[src/rtl/ula_scheduler.sv]
// ula_scheduler
// Time-shares one combinational ULA between two requesters. A request is
// captured in IDLE (round-robin on a tie), the ULA is given one full cycle in
// EXEC, and the registered result is returned with a one-cycle ack in DONE.
//
// Ports
//   clk, reset                 rising-edge clock, async active-high reset
//   req0/1, srcA0/1, srcB0/1,  level requests with their operands and
//   ctl0/1                     ULA operation codes
//   ack0, ack1                 one-cycle response strobe to the winner
//   rsp_result, rsp_zero,      registered result, zero flag and
//   rsp_err                    illegal-code flag (valid with ack)
//   busy                       high in EXEC and DONE
//   ula_srcA/B, ula_control    operand bus to the ULA
//   ula_result, ula_z          ULA result and zero flag
//
// state | meaning
// IDLE  | waiting; captures the winning request's operands
// EXEC  | ULA evaluates the held operands; result registered at exit
// DONE  | ack to the granted requester; round-robin pointer updated at exit
module ula_scheduler (
  input  logic        clk,
  input  logic        reset,
  input  logic        req0,
  input  logic        req1,
  input  logic [7:0]  srcA0,
  input  logic [7:0]  srcA1,
  input  logic [15:0] srcB0,
  input  logic [15:0] srcB1,
  input  logic [2:0]  ctl0,
  input  logic [2:0]  ctl1,
  output logic        ack0,
  output logic        ack1,
  output logic [7:0]  rsp_result,
  output logic        rsp_zero,
  output logic        rsp_err,
  output logic        busy,
  output logic [7:0]  ula_srcA,
  output logic [15:0] ula_srcB,
  output logic [2:0]  ula_control,
  input  logic [7:0]  ula_result,
  input  logic        ula_z
);

  typedef enum logic [1:0] {
    IDLE = 2'd0,
    EXEC = 2'd1,
    DONE = 2'd2
  } state_t;

  state_t      state_q, state_d;
  logic        last_q, last_d;
  logic        grant_q, grant_d;
  logic [7:0]  opa_q, opa_d;
  logic [15:0] opb_q, opb_d;
  logic [2:0]  ctl_q, ctl_d;
  logic [7:0]  res_q, res_d;
  logic        zero_q, zero_d;
  logic        err_q, err_d;
  logic        rsp_err_q, rsp_err_d;

  logic        winner;
  logic [2:0]  sel_ctl;

  // On a tie the requester that was not served last wins.
  always_comb begin
    winner  = (req0 & req1) ? ~last_q : req1;
    sel_ctl = winner ? ctl1 : ctl0;
  end

  always_comb begin
    state_d   = state_q;
    last_d    = last_q;
    grant_d   = grant_q;
    opa_d     = opa_q;
    opb_d     = opb_q;
    ctl_d     = ctl_q;
    res_d     = res_q;
    zero_d    = zero_q;
    err_d     = err_q;
    rsp_err_d = rsp_err_q;
    case (state_q)
      IDLE: begin
        if (req0 | req1) begin
          grant_d = winner;
          opa_d   = winner ? srcA1 : srcA0;
          opb_d   = winner ? srcB1 : srcB0;
          ctl_d   = sel_ctl;
          // codes 4 and 5 are the only ones with [2:1] == 2'b10
          err_d   = (sel_ctl[2:1] == 2'b10);
          state_d = EXEC;
        end
      end
      EXEC: begin
        res_d     = err_q ? 8'h00 : ula_result;
        zero_d    = ~err_q & ula_z;
        // separate copy so rsp_err holds while the next request is captured
        rsp_err_d = err_q;
        state_d   = DONE;
      end
      DONE: begin
        last_d  = grant_q;
        state_d = IDLE;
      end
      default: state_d = IDLE;
    endcase
  end

  always_ff @(posedge clk or posedge reset) begin
    if (reset) begin
      state_q   <= IDLE;
      last_q    <= 1'b1;
      grant_q   <= 1'b0;
      opa_q     <= 8'h00;
      opb_q     <= 16'h0000;
      ctl_q     <= 3'd0;
      res_q     <= 8'h00;
      zero_q    <= 1'b0;
      err_q     <= 1'b0;
      rsp_err_q <= 1'b0;
    end else begin
      state_q   <= state_d;
      last_q    <= last_d;
      grant_q   <= grant_d;
      opa_q     <= opa_d;
      opb_q     <= opb_d;
      ctl_q     <= ctl_d;
      res_q     <= res_d;
      zero_q    <= zero_d;
      err_q     <= err_d;
      rsp_err_q <= rsp_err_d;
    end
  end

  assign ack0        = (state_q == DONE) & ~grant_q;
  assign ack1        = (state_q == DONE) & grant_q;
  assign busy        = (state_q != IDLE);
  assign rsp_result  = res_q;
  assign rsp_zero    = zero_q;
  assign rsp_err     = rsp_err_q;
  assign ula_srcA    = opa_q;
  assign ula_srcB    = opb_q;
  assign ula_control = ctl_q;

endmodule

[config.mk]
export PLATFORM = sky130hd
export DESIGN_NAME = ula_scheduler
export DESIGN_NICKNAME = d
export VERILOG_FILES = /design/src/rtl/ula_scheduler.sv
export SDC_FILE = /design/constraint.sdc
export NUM_CORES = 1
export LEC_CHECK = 0
export ABC_AREA = 1
export BUFFER_PORTS_ARGS = -buffer_cell sky130_fd_sc_hd__buf_2
export CAP_MARGIN = 20
export CORE_MARGIN = 2
export CORE_UTILIZATION = 40
export CTS_CLUSTER_SIZE = 25
export DETAILED_ROUTE_END_ITERATION = 6
export PLACE_DENSITY = 0.78
export SYNTH_ARGS = -nofsm -noshare
export SYNTH_HDL_FRONTEND = slang
export SYNTH_SLANG_ARGS = --single-unit
[constraint.sdc]
create_clock -name clk -period 1.1 [get_ports clk]
set_input_delay 0.11 -clock clk [delete_from_list [all_inputs] [get_ports clk]]
set_output_delay 0.11 -clock clk [all_outputs]
set_load 0.005 [all_outputs]
# --- Word-level counts from Yosys, hierarchy flattened ---
# Cells that the tools add are included.
totals:
  out_inout_bits: 40
  wordCells: 32
  regBits: 42
op_classes:
  mux: 7
  bitwise_logic: 8
  reduce_logical: 3
  eq_ne: 4
ops:
  columns: ["op", "count"]
  rows:
  - ["two-way mux 16 bit", 1]
  - ["two-way mux 8 bit", 2]
  - ["AND 1 bit", 4]
  - ["equality test 2 bit, second input constant", 2]
  - ["case mux 2 bit (2 select lines)", 1]
  - ["two-way mux 3 bit", 1]
  - ["NOT 1 bit", 3]
  - ["equality test 2 x 1 -> 1 bit, second input constant", 1]
  - ["zero test 2 bit", 1]
  - ["two-way mux 2 bit", 1]
  - ["!= test 2 bit, second input constant", 1]
  - ["AND reduction 2 bit", 1]
  - ["nonzero test 2 bit", 1]
  - ["two-way mux 1 bit", 1]
  - ["OR 1 bit", 1]

# --- Longest topological paths before layout ---
# Gate-level depths: netlist of the first run.
logic_depth:
  depth_word: 4
  mapped_depth: 7

# --- Worst setup path before layout of the first run ---
# No wires, ideal clock.
synth_path:
  path_kind: "flip-flop to flip-flop"
  from: "register last_q"
  to: "register opa_q[0] (netlist: ula_srcA[0])"
  path_stages_with_launch: 7
  setup_slack_ns: -0.086
  t_required_ns: 0.976
  arrival_time_ns: 1.062
  path_buffers: 1
  path_cell_list: "dfstp_2 -> nand2_1 -> nand2_2 -> buf_2 -> nand2_1 -> o211ai_1 -> nand2_1"
synth_via:
  elab_chain_cells: 3
synth_lines:
  columns: ["item", "line", "source"]
  rows:
  - ["start: declaration", "52", "logic last_q, last_d;"]
  - ["start signal: assignment", "123", "last_q <= last_d;"]
  - ["NOT 1 bit", "67", "winner = (req0 & req1) ? ~last_q : req1;"]
  - ["two-way mux 1 bit", "67", null]
  - ["two-way mux 8 bit", "86", "opa_d = winner ? srcA1 : srcA0;"]
  - ["end signal: assignment", "125", "opa_q <= opa_d;"]
  - ["end: declaration", "54", "logic [7:0] opa_q, opa_d;"]
# Every way passes these cells.
# A chain may end at the register's enable or synchronous reset.

# --- Final worst setup path of the first run ---
layout_path:
  from: "register last_q"
  to: "register opb_q[6] (netlist: ula_srcB[6])"
layout_via:
  elab_chain_cells: 3
layout_lines:
  columns: ["item", "line", "source"]
  rows:
  - ["NOT 1 bit", "67", null]
  - ["two-way mux 1 bit", "67", null]
  - ["two-way mux 16 bit", "87", "opb_d = winner ? srcB1 : srcB0;"]
  - ["end signal: assignment", "126", "opb_q <= opb_d;"]
  - ["end: declaration", "55", "logic [15:0] opb_q, opb_d;"]
# Every way passes these cells.

==> flow_metrics.tcl, run 1 <==
set metrics [dict create \
    status "finished with violations" \
    violations "negative setup slack" \
    pwr-share-seq 0.362 \
    ios 107 \
    p_switching_mw 2.708 \
    final_cell_mix "buf_2 (106), nand2_1 (74), dfrtp_1 (41)" \
    clock_path_buffers 2 \
    cts_buffers 5 \
    end_kind "register" \
    clk_pin_slew_ps 80 \
    syn_inst 225 \
    drt_pass1_iterations 5 \
    ir_drop_mv 0.9761 \
    crit_fanout 7 \
    dr_wl_met2_um 2723 \
    dp.cells 395 \
    cp-start-kind "register" \
    dr.max_layer_used "met4" \
    grt_usage 0.1941 \
    critPathArrivalTime_ps 1450 \
    ys_ff_latch 42 \
    grt_max_degree 43 \
    layout-drive-gt1-share 0.4682 \
    cts.sinks 42 \
    grt_pass1_vias 1746 \
    cts_tree "yes" \
    rows 25 \
    synthFlopType "dfrtp_1" \
    clkLatencyLatePin_ps 300 \
    drt-met1-wl_um 2207 \
    combPwrFrac 0.446 \
    place_worst_setup_slack_ps -111.0 \
    num_vias 1927 \
    yosysUniqueCellTypes 18 \
    ant_nets 0 \
    die_h_um 73.86 \
    finClkSkew_ps 6.161 \
    antenna_found_initial 0 \
    final_cells 413 \
    hold_violations 0 \
    async_reset_ff_frac 1.000 \
    avgSynthCellArea_um2 8.675 \
    crit_type "register to register" \
    power_density_nw_per_um2 2544 \
    cts_root_buf "clkbuf_8" \
    yosysWarnings 0 \
    ys_seq_area_frac 0.5391 \
    sw_frac_of_total 0.3543 \
    fin_setup_tns_ps -4111 \
    setup_viol 41 \
    drt_iter0_drc 88 \
    wirelength_um 5326 \
    mostFrequentLayoutCell "buf_2" \
    area_delta_synth_final_pct 53.97 \
    register_area_um2 1052 \
    fp.dieW_um 73.86 \
    min_period_over_period 1.147 \
    min_path_type "primary input to register" \
    nets 412 \
    stdcell_area_um2 3005 \
    dieArea_um2 5455 \
    dpl_cell_area_um2 2600 \
    worst_pin_slew_ps 225.7 \
    timing.fmax_ghz 0.7923 \
    fillers 401 \
    syn_area_um2 1952 \
    htreeDepth 2 \
    avgViaCountPerCell 4.666 \
    power_mw 7.644 \
    multi_input_area_um2 798.3 \
    wl_met3_um 296 \
    p_int_mw 4.936 \
    synth_edf_count 0 \
    slew_violations 0 \
    synth_nets 292 \
    start_util 0.4132 \
    p_clk_frac 0.192 \
    setup_slack_ps -162.1 \
    overflow 0 \
    coreArea_um2 4723 \
    worst_ep_required_time_ps 1290 \
    antenna_cells 0 \
    max_slew_margin 0.8495 \
    drv_cap 0 \
    grt_pass1_wl_um 8093 \
    post-route-min-period_ps 1262 \
    portBuffers 106 \
    rsz0062_at_grt "yes" \
    place_congestion 0.7732 \
    wl_per_cell_um 12.90 \
    dp_hpwl_um 3274 \
    power_leakage_nw 1.715 \
    drc 0 \
]
==> cell usage after synthesis, types with 2 or more instances <==
cell	n	share of area
dfrtp_1	41	0.53
nand3_1	2	0.0051
o21ai_0	2	0.0051
inv_1	32	0.062
buf_2	9	0.023
o211ai_1	23	0.088
nor2_1	5	0.0096
nor2_2	2	0.0064
a22o_1	9	0.040
nand2_1	91	0.18
o211ai_2	2	0.013
==> power groups by stage <==
| stage | logic [mW] | registers, mW | clock network [mW] |
|---|---|---|---|
| after CTS | 3.31 | 2.74 | 1.49 |
| after global placement | 2.84 | 2.72 | 0 |
| final | 3.41 | 2.76 | 1.47 |
| after floorplan | 1.69 | 2.78 | 0 |
| after detailed placement | 2.91 | 2.73 | 0 |
| after global routing | 3.86 | 2.86 | 1.56 |
==> routing by layer <==
metal  track usage  vias to the layer above
met2        0.3244                       68
met4       0.08687                        0
met3       0.03841                       14
met1        0.2413                      898
met5             0                        -
li1              -                      947
==> logic make-up after synthesis <==
group,after synthesis,synth area share
AND/OR/NAND/NOR,102,0.2032
buffers and inverters,44,0.1083
flip-flops,42,0.5391
AO/OA/AOI/OAI,37,0.1494
==> cell type report <==
type | instances | area share
tap | 67 | 0.02789
sequential | 42 | 0.3501
clock buffer | 5 | 0.02290
clock inverter | 3 | 0.02290
timing repair buffer | 125 | 0.2698
inverter | 32 | 0.04080
multi-input combinational | 139 | 0.2656
==> what timing repair did <==
action / 4_1_cts / 5_1_grt
hold buffers: 1 / 0
cloned: 4 / 1
hold endpoints to repair: 41 / 0
gates resized for setup: 14 / 28
setup endpoints to repair: 31 / 41
buffers inserted: 4 / 3
pin swaps: 1 / 21
==> registers in the layout, indices dropped and copies added, names as in the netlist <==
name         count
rsp_zero         1
ula_srcA         8
ula_srcB        16
err_q            1
ula_control      3
state_q          2
grant_q          1
rsp_result       8
last_q           1
rsp_err          1
==> worst max-delay path, stage by stage, from the launching register on <==
cell	delay (ps)
dfstp_2	570
nand2_4	80
nand2_8	140
clkbuf_16	160
nand2_1	50
o211ai_1	70
nand2_1	80
==> worst paths after layout <==
check | start | to | slack, ps | cells past startpoint
max reg2reg | last_q | ula_srcB[6] | -160 | 6
min in group asynchronous | reset | ula_srcA[3] | 400 | 4
max | last_q | ula_srcB[6] | -160 | 6
min reg2reg | ula_srcB[3] | ula_srcB[3] | 470 | 2
min | ula_result[7] | rsp_result[7] | 20 | 2
max in group asynchronous | reset | last_q | 450 | 4
==> per-stage QoR <==
stage	hold WS (ps)	util
6_report	18.99	0.6363
5_1_grt	16.05	0.6363
4_1_cts	13.65	0.6204
3_5_place_dp	158.3	0.5505
3_3_place_gp	158.5	0.5505
2_1_floorplan	242.5	-
No activity file was read; power rests on OpenSTA's default activity.
==> run 2, diff against run 1 <==
--- a/config.mk
+++ b/config.mk
@@ -13,6 +13,7 @@
 export CTS_CLUSTER_SIZE = 25
 export DETAILED_ROUTE_END_ITERATION = 6
 export PLACE_DENSITY = 0.78
+export SKIP_LAST_GASP = 1
 export SYNTH_ARGS = -nofsm -noshare
 export SYNTH_HDL_FRONTEND = slang
 export SYNTH_SLANG_ARGS = --single-unit
==> flow_metrics.tcl, run 2 (synthesis gave the netlist of run 1 again) <==
set metrics [dict create \
    fp.dieW_um 73.86 \
    final_cells 415 \
    power_leakage_nw 1.744 \
    slew_violations 0 \
    place_congestion 0.7732 \
    fillers 393 \
    power_density_nw_per_um2 2577 \
    cts_root_buf "clkbuf_8" \
    fin_setup_tns_ps -4712 \
    critPathArrivalTime_ps 1450 \
    min_period_over_period 1.149 \
    overflow 0 \
    dp.cells 395 \
    area_delta_synth_final_pct 56.60 \
    worst_ep_required_time_ps 1290 \
    hold_violations 0 \
    drt_pass1_iterations 4 \
    start_util 0.4132 \
    setup_slack_ps -164.0 \
    crit_type "register to register" \
    cts_tree "yes" \
    setup_viol 42 \
    drt_iter0_drc 70 \
    finClkSkew_ps 7.282 \
    status "finished with violations" \
    dieArea_um2 5455 \
    num_vias 1957 \
    htreeDepth 2 \
    end_kind "register" \
    grt_pass1_vias 1748 \
    multi_input_area_um2 808.3 \
    dp_hpwl_um 3274 \
    final_cell_mix "buf_2 (106), nand2_1 (74), dfrtp_1 (41)" \
    wl_per_cell_um 13.29 \
    avgViaCountPerCell 4.716 \
    antenna_found_initial 0 \
    clk_pin_slew_ps 80 \
    grt_max_degree 43 \
    antenna_cells 0 \
    grt_usage 0.1955 \
    ir_drop_mv 1.005 \
    drc 0 \
    rows 25 \
    wirelength_um 5516 \
    clkLatencyLatePin_ps 300 \
    cts.sinks 42 \
    drv_cap 0 \
    max_slew_margin 0.8480 \
    die_h_um 73.86 \
    layout-drive-gt1-share 0.4713 \
    cts_buffers 5 \
    holdWs_ps 19.64 \
    postLayoutCoreUtil 0.6472 \
    min_path_type "primary input to register" \
    nets 414 \
    ant_nets 0 \
    clock_path_buffers 2 \
    violations "negative setup slack" \
    ios 107 \
    mostFrequentLayoutCell "buf_2" \
    crit_fanout 7 \
    timing.fmax_ghz 0.7911 \
    post-route-min-period_ps 1264 \
    grt_pass1_wl_um 8155 \
    register_area_um2 1052 \
    largest_register_ff_count 16 \
    worst_pin_slew_ps 228.1 \
    portBuffers 106 \
    cp-start-kind "register" \
    rsz0062_at_grt "yes" \
    coreArea_um2 4723 \
]
## run 2: worst paths after layout
| kind | from | end | slack (ps) | cells after the start |
|---|---|---|---|---|
| max | last_q | ula_srcB[6] | -160 | 6 |
| max reg2reg | last_q | ula_srcB[6] | -160 | 6 |
| min in group asynchronous | reset | ula_srcA[2] | 390 | 4 |
| min reg2reg | ula_srcB[3] | ula_srcB[3] | 470 | 2 |
| min | ula_result[7] | rsp_result[7] | 20 | 2 |
| max in group asynchronous | reset | last_q | 450 | 4 |
## run 2: cell type report
type                            instances  area share
Multi-Input combinational cell        139      0.2644
Inverter                               32     0.03930
Timing Repair Buffer                  127      0.2796
Clock inverter                          3     0.02251
Tap cell                               67     0.02743
Sequential cell                        42      0.3442
Clock buffer                            5     0.02251
## run 2: metal layers
| layer | vias to the layer above | global-route usage | part of all wire |
|---|---|---|---|
| met5 | - | 0 | 0 |
| met4 | 0 | 0.08283 | 0.023 |
| met3 | 14 | 0.03704 | 0.058 |
| met2 | 76 | 0.3304 | 0.51 |
| met1 | 911 | 0.2431 | 0.41 |
| li1 | 956 | - | - |
## run 2: report_power, final
part | switching (mW) | internal [mW]
logic | 1.78 | 1.86
clock network | 0.560 | 0.909
registers | 0.452 | 2.32
total | 2.79 | 5.08
## run 2: critical path, cell delays in order (launching register included)
cell       delay (ps)
dfstp_2           570
nand2_4            80
nand2_8           140
clkbuf_16         160
nand2_1            50
o211ai_1           70
nand2_1            80
## run 2: what timing repair did
item                       CTS  global route
resized for setup           11            35
pin swaps                    1            24
setup endpoints to repair   31            41
hold buffers                 1             0
hold endpoints to repair    41             0
setup buffers                4             3
cloned                       4             3
## run 2: through the flow
step                      setup slack (ps)  instance area, um^2  power [mW]
after floorplan                     -6.003                 1978       4.467
after global placement              -85.61                 2600       5.568
after detailed placement            -111.0                 2600       5.639
after CTS                           -110.8                 2925       7.527
after global routing                -227.5                 3057       8.488
final                               -164.0                 3057       7.876
